$ cat config.mk
export PLATFORM = sky130hd
export DESIGN_NAME = fifo_pop_ctrl
export DESIGN_NICKNAME = d
export VERILOG_FILES = /design/src/rtl/fifo_pop_ctrl_pkg.sv /design/src/rtl/fifo_skid_buf.sv /design/src/rtl/fifo_pop_ctrl.sv
export SDC_FILE = /design/constraint.sdc
export NUM_CORES = 1
export LEC_CHECK = 0
export ABC_CLOCK_PERIOD_IN_PS = 3200
export BUFFER_PORTS_ARGS = -buffer_cell sky130_fd_sc_hd__buf_4
export CORE_MARGIN = 2
export CORE_UTILIZATION = 45
export DETAILED_ROUTE_END_ITERATION = 8
export PLACE_DENSITY = 0.68
export SLEW_MARGIN = 15
export SYNTH_ARGS = -nofsm -noshare
export SYNTH_HDL_FRONTEND = slang
export SYNTH_SLANG_ARGS = --single-unit
$ cat constraint.sdc
create_clock -name clk -period 3.2 [get_ports clk]
set_input_delay 0.48 -clock clk [delete_from_list [all_inputs] [get_ports clk]]
set_output_delay 0.48 -clock clk [all_outputs]
set_load 0.05 [all_outputs]
$ cat src/rtl/fifo_pop_ctrl_pkg.sv
// Shared definitions for the FIFO read-side controller: widths, FSM encoding
// and the skid-occupancy helper used by the read scheduler.
package fifo_pop_ctrl_pkg;

    localparam int DATA_SIZE_DEF = 10;
    localparam int CNT_SIZE_DEF  = 16;
    localparam int SKID_DEPTH    = 2;

    typedef enum logic [1:0] {
        ST_IDLE    = 2'd0,
        ST_BURST   = 2'd1,
        ST_TRICKLE = 2'd2,
        ST_GAP     = 2'd3
    } pop_state_e;

    // Room for one more read: occupancy after this edge, counting the word already
    // in flight and crediting the head word leaving downstream, must stay below depth.
    function automatic logic skid_has_space(input logic [1:0] skid_cnt,
                                            input logic       inflight,
                                            input logic       leaving);
        logic [2:0] occ;
        occ = {1'b0, skid_cnt} + {2'b00, inflight} - {2'b00, leaving};
        return occ < 3'(SKID_DEPTH);
    endfunction

endpackage

$ cat src/rtl/fifo_skid_buf.sv
// Two-entry registered skid buffer; slot0 is the head and drives downstream directly.
// Push and pop in the same cycle are both honoured.
module fifo_skid_buf
    import fifo_pop_ctrl_pkg::*;
#(
    parameter int DATA_SIZE = DATA_SIZE_DEF
) (
    input  logic                 clk,
    input  logic                 reset,
    input  logic                 push,
    input  logic [DATA_SIZE-1:0] push_data,
    input  logic                 pop,
    output logic [DATA_SIZE-1:0] head_data,
    output logic                 head_vld,
    output logic [1:0]           count
);

    logic [DATA_SIZE-1:0] slot0_data;
    logic [DATA_SIZE-1:0] slot1_data;
    logic                 slot0_vld;
    logic                 slot1_vld;
    logic                 pop_ok;

    assign pop_ok = pop && slot0_vld;

    always_ff @(posedge clk) begin
        if (reset) begin
            slot0_vld  <= 1'b0;
            slot1_vld  <= 1'b0;
            slot0_data <= '0;
        end else begin
            case ({push, pop_ok})
                2'b11: begin
                    // Occupancy unchanged; slot1 (if any) advances, new word fills behind it
                    if (slot1_vld) begin
                        slot0_data <= slot1_data;
                    end else begin
                        slot0_data <= push_data;
                    end
                end
                2'b01: begin
                    if (slot1_vld) begin
                        slot0_data <= slot1_data;
                    end
                    slot0_vld <= slot1_vld;
                    slot1_vld <= 1'b0;
                end
                2'b10: begin
                    if (!slot0_vld) begin
                        slot0_data <= push_data;
                        slot0_vld  <= 1'b1;
                    end else begin
                        slot1_vld  <= 1'b1;
                    end
                end
                default: ;
            endcase
        end
    end

    always_ff @(posedge clk) begin
        if (push && slot0_vld && (!pop_ok || slot1_vld)) begin
            slot1_data <= push_data;
        end
    end

    assign head_data = slot0_data;
    assign head_vld  = slot0_vld;
    assign count     = {1'b0, slot0_vld} + {1'b0, slot1_vld};

endmodule

$ cat src/rtl/fifo_pop_ctrl.sv
// Read-side controller for the switch data FIFO: schedules pops, absorbs the
// one-cycle FIFO read latency in a skid buffer and forwards words with valid/pause.
module fifo_pop_ctrl
    import fifo_pop_ctrl_pkg::*;
#(
    parameter int DATA_SIZE = DATA_SIZE_DEF,
    parameter int CNT_SIZE  = CNT_SIZE_DEF
) (
    input  logic                 clk,
    input  logic                 reset,
    input  logic                 fifo_empty,
    input  logic                 almost_empty,
    input  logic                 fifo_error,
    input  logic [DATA_SIZE-1:0] data_out_pop,
    output logic                 read,
    input  logic                 dest_pause,
    output logic [DATA_SIZE-1:0] data_out,
    output logic                 valid_out,
    output logic [CNT_SIZE-1:0]  words_fwd,
    output logic                 pop_error
);

    pop_state_e state;
    pop_state_e state_nxt;
    logic       read_nxt;
    logic       inflight_p1;
    logic       accept;
    logic       space;
    logic [1:0] skid_cnt;

    assign accept = valid_out && !dest_pause;
    assign space  = skid_has_space(skid_cnt, inflight_p1, accept);

    always_ff @(posedge clk) begin
        if (reset) begin
            state <= ST_IDLE;
        end else begin
            state <= state_nxt;
        end
    end

    always_comb begin
        state_nxt = state;
        read_nxt  = 1'b0;
        case (state)
            ST_IDLE: begin
                if (!fifo_empty && space) begin
                    state_nxt = almost_empty ? ST_TRICKLE : ST_BURST;
                end
            end
            ST_BURST: begin
                if (fifo_empty || !space) begin
                    state_nxt = ST_IDLE;
                end else if (almost_empty) begin
                    state_nxt = ST_TRICKLE;
                end else begin
                    read_nxt = 1'b1;
                end
            end
            ST_TRICKLE: begin
                if (fifo_empty) begin
                    state_nxt = ST_IDLE;
                end else if (space) begin
                    read_nxt  = 1'b1;
                    state_nxt = ST_GAP;
                end
            end
            ST_GAP: begin
                // Quiet cycle so the FIFO flags reflect the last pop before re-arming
                state_nxt = ST_IDLE;
            end
            default: state_nxt = ST_IDLE;
        endcase
    end

    assign read = read_nxt;

    // Stage p1: FIFO return word valid, marked by inflight_p1
    always_ff @(posedge clk) begin
        if (reset) begin
            inflight_p1 <= 1'b0;
        end else begin
            inflight_p1 <= read;
        end
    end

    // Stage p2: skid buffer head is the downstream output register
    fifo_skid_buf #(
        .DATA_SIZE (DATA_SIZE)
    ) u_skid (
        .clk       (clk),
        .reset     (reset),
        .push      (inflight_p1),
        .push_data (data_out_pop),
        .pop       (accept),
        .head_data (data_out),
        .head_vld  (valid_out),
        .count     (skid_cnt)
    );

    always_ff @(posedge clk) begin
        if (reset) begin
            words_fwd <= '0;
            pop_error <= 1'b0;
        end else begin
            words_fwd <= words_fwd + {{(CNT_SIZE-1){1'b0}}, accept};
            if (fifo_error && inflight_p1) begin
                pop_error <= 1'b1;
            end
        end
    end

endmodule

==> impl_metrics.tcl <==
set metrics [dict create \
    status "finished, final reports clean" \
    clkSlewWorstSetupHoldPaths_ns 0.08 \
    cts_setup_buffers 0 \
    slowest_delay_ns 0.45 \
    core_area_um2 4410 \
    netlist_area_um2 2100 \
    grt_antenna_before_repair 0 \
    diodes 0 \
    cts_root_buf "clkbuf_8" \
    async_reset_ff_frac 0 \
    rows 24 \
    die_area_um2 5230 \
    synth_fp_nets 249 \
    powerDensity_nw_per_um2 495 \
    fmax_mhz 356 \
    tightest_slew_ns 0.630 \
    required_ns 2.72 \
    cap_violations 0 \
    power_frac_comb 0.235 \
    setup-tns-final_ns 0 \
    yosysTopAreaCell "dfxtp_1" \
    h-tree-depth 2 \
    seq_power_share 0.464 \
    die_w_um 72.3 \
    yosysSeqAreaShare 0.448 \
    dpl.hpwl_um 3120 \
    finalWirelength_um 4430 \
    pwr-share-clk 0.301 \
    yosys_warnings 0 \
    fin_ws_ns 0.392 \
    track_usage 0.182 \
    die_height_um 72.3 \
    critPathMaxFanout 7 \
    netlist.area_leader.share 0.305 \
    grt_pass1_wl_um 7520 \
    firstDrtPassIters 4 \
    grt_pass1_vias 1669 \
    cts_hold_repair.buffers 0 \
    initial_utilization 0.475 \
    io_pins 45 \
    arrival_ns 2.33 \
    synth-seq-cells 42 \
    power.internal_uw 880 \
    worstSetupPathType "flop to output pin" \
    clock_insertion_delay_worst_skew_ns 0.29 \
    syn_avg_cell_area_um2 9.45 \
    final_antenna_net_count 0 \
    ys_types 37 \
    slew_viol_final 0 \
    routedWlPerCell_um 14.1 \
    fin_crit_sh 0.878 \
    netlist_top_cells_area "dfxtp_1, edfxtp_1, ha_1" \
    nets 289 \
    drtIter0Drc 82 \
    cts_buffers 5 \
    hold_violations 0 \
    clockBufferDepth 2 \
    cp_slowest_cell "dfxtp_1" \
    switchingPower_uw 383 \
    switching_share 0.303 \
    drive_gt1_frac 0.259 \
    cp_cell_sequence "nand2b_1 -> inv_1 -> ha_1 -> inv_1 -> ha_1 -> a21oi_1 -> mux2i_1 -> nor2_1 -> buf_4" \
    port_buffers 44 \
    cts_tree "done" \
    syn_inst 222 \
    cp-end-kind "output pin" \
    pre_cts_ws_ns 0.454 \
    relSlewSlack 0.580 \
    grt_max_degree 35 \
    drc 0 \
    ctsResizeCount 0 \
    synth_edf_count 10 \
    period_minus_slack_ns 2.81 \
    fin_skew_ns 0.00901 \
    peakVddDrop_uv 292 \
    place.gp.congestion 0.742 \
    crit_buf_inv 3 \
    power.leakage_uw 0.00104 \
    synthToLayoutAreaGrowth_pct 21.6 \
    finalSetupViolCount 0 \
    critPathTopFamily "flip-flops" \
    yosys_most_used_dff "dfxtp_1" \
    avgViaCountPerCell 5.53 \
    rsz0062_at_grt "no" \
    hold_path_class "primary input to flop" \
    vias 1742 \
    numClockSinks 42 \
    grt_overflow 0 \
    critPathLaunchType "flop" \
]
[layout make-up]
class,instances,area [um^2]
Clock buffer,6,93.8
Inverter,8,30.0
Timing Repair Buffer,46,345
Clock inverter,2,10.0
Sequential cell,42,941
Multi-Input combinational cell,159,1070
Fill cell,395,1860
Tap cell,52,65.1
[power by group through the flow]
stage | clock [uW] | sequential, uW | combinational, uW
after global placement | 0 | 598 | 294
final | 380 | 586 | 297
after floorplan | 0 | 643 | 168
after CTS | 393 | 586 | 298
after global routing | 415 | 590 | 335
after detailed placement | 0 | 599 | 298
[per-layer routing]
| layer | GRT usage | vias to the layer above | share of wire |
|---|---|---|---|
| met3 | 0.0444 | 7 | 0.048 |
| met2 | 0.298 | 40 | 0.47 |
| met4 | 0.0713 | 0 | 0.013 |
| met5 | 0 | - | 0 |
| met1 | 0.233 | 834 | 0.47 |
| li1 | - | 861 | - |
[cells in the mapped netlist (2+ instances only)]
cell type,count
buf_2,3
nand4_1,4
and4_1,2
ha_1,11
nor2_1,18
edfxtp_1,10
xor2_1,10
mux2_2,11
clkbuf_1,8
dfxtp_1,32
mux2i_1,3
inv_1,8
o21ai_0,3
and3_1,2
nor2b_1,5
nand3_1,6
nand2b_1,6
nand2_1,25
and2_1,2
a22oi_1,10
a21oi_1,18
o211ai_1,10
[sequential cells by signal, summed over array words and instances, names as in the netlist]
name and flops:
words_fwd 16, u_skid.slot1_data 10, inflight_p1 1, state 2, u_skid.slot1_vld 1, u_skid.head_data 10
u_skid.head_vld 1, pop_error 1
[worst paths after layout]
check                      startpoint                   end  slack [ns]  cells past startpoint
hold / removal        data_out_pop[2]  u_skid.slot1_data[2]        0.38                      1
setup reg to reg      u_skid.head_vld              state[0]        0.66                      9
hold reg to reg   u_skid.head_data[0]   u_skid.head_data[0]        0.45                      2
setup / recovery      u_skid.head_vld                  read        0.39                      9
[cells by family after synthesis]
logic type,Yosys count,synth area share
AO/OA/AOI/OAI,47,0.145
XOR/XNOR,11,0.0459
adder cells (fa/ha/maj),11,0.0656
buffers and inverters,21,0.0429
flip-flops,42,0.448
multiplexers,14,0.0733
AND/OR/NAND/NOR,76,0.178
[layout by cell type, fill, tap and decap left out, types with 3 or more instances in the layout]
cell and n:
a21oi_1 18, a22oi_1 10, buf_4 46, clkbuf_8 5, dfxtp_1 32, edfxtp_1 10
ha_1 11, inv_1 8, mux2_2 11, mux2i_1 3, nand2_1 25, nand2b_1 6
nand3_1 6, nand4_1 4, nor2_1 18, nor2b_1 5, o211ai_1 10, o21ai_0 3
xor2_1 10
[through the flow]
step                utilization  hold WS, ns  cell area [um^2]  power [uW]  instances
floorplan                     -        0.469              2100         811        222
global placement          0.555        0.446              2450         892        307
detailed placement        0.555        0.448              2450         896        307
CTS                       0.578        0.371              2550        1280        315
global route              0.578        0.368              2550        1340        315
finish                    0.578        0.380              2550        1260        315
Power figures use the tool's default switching activity.
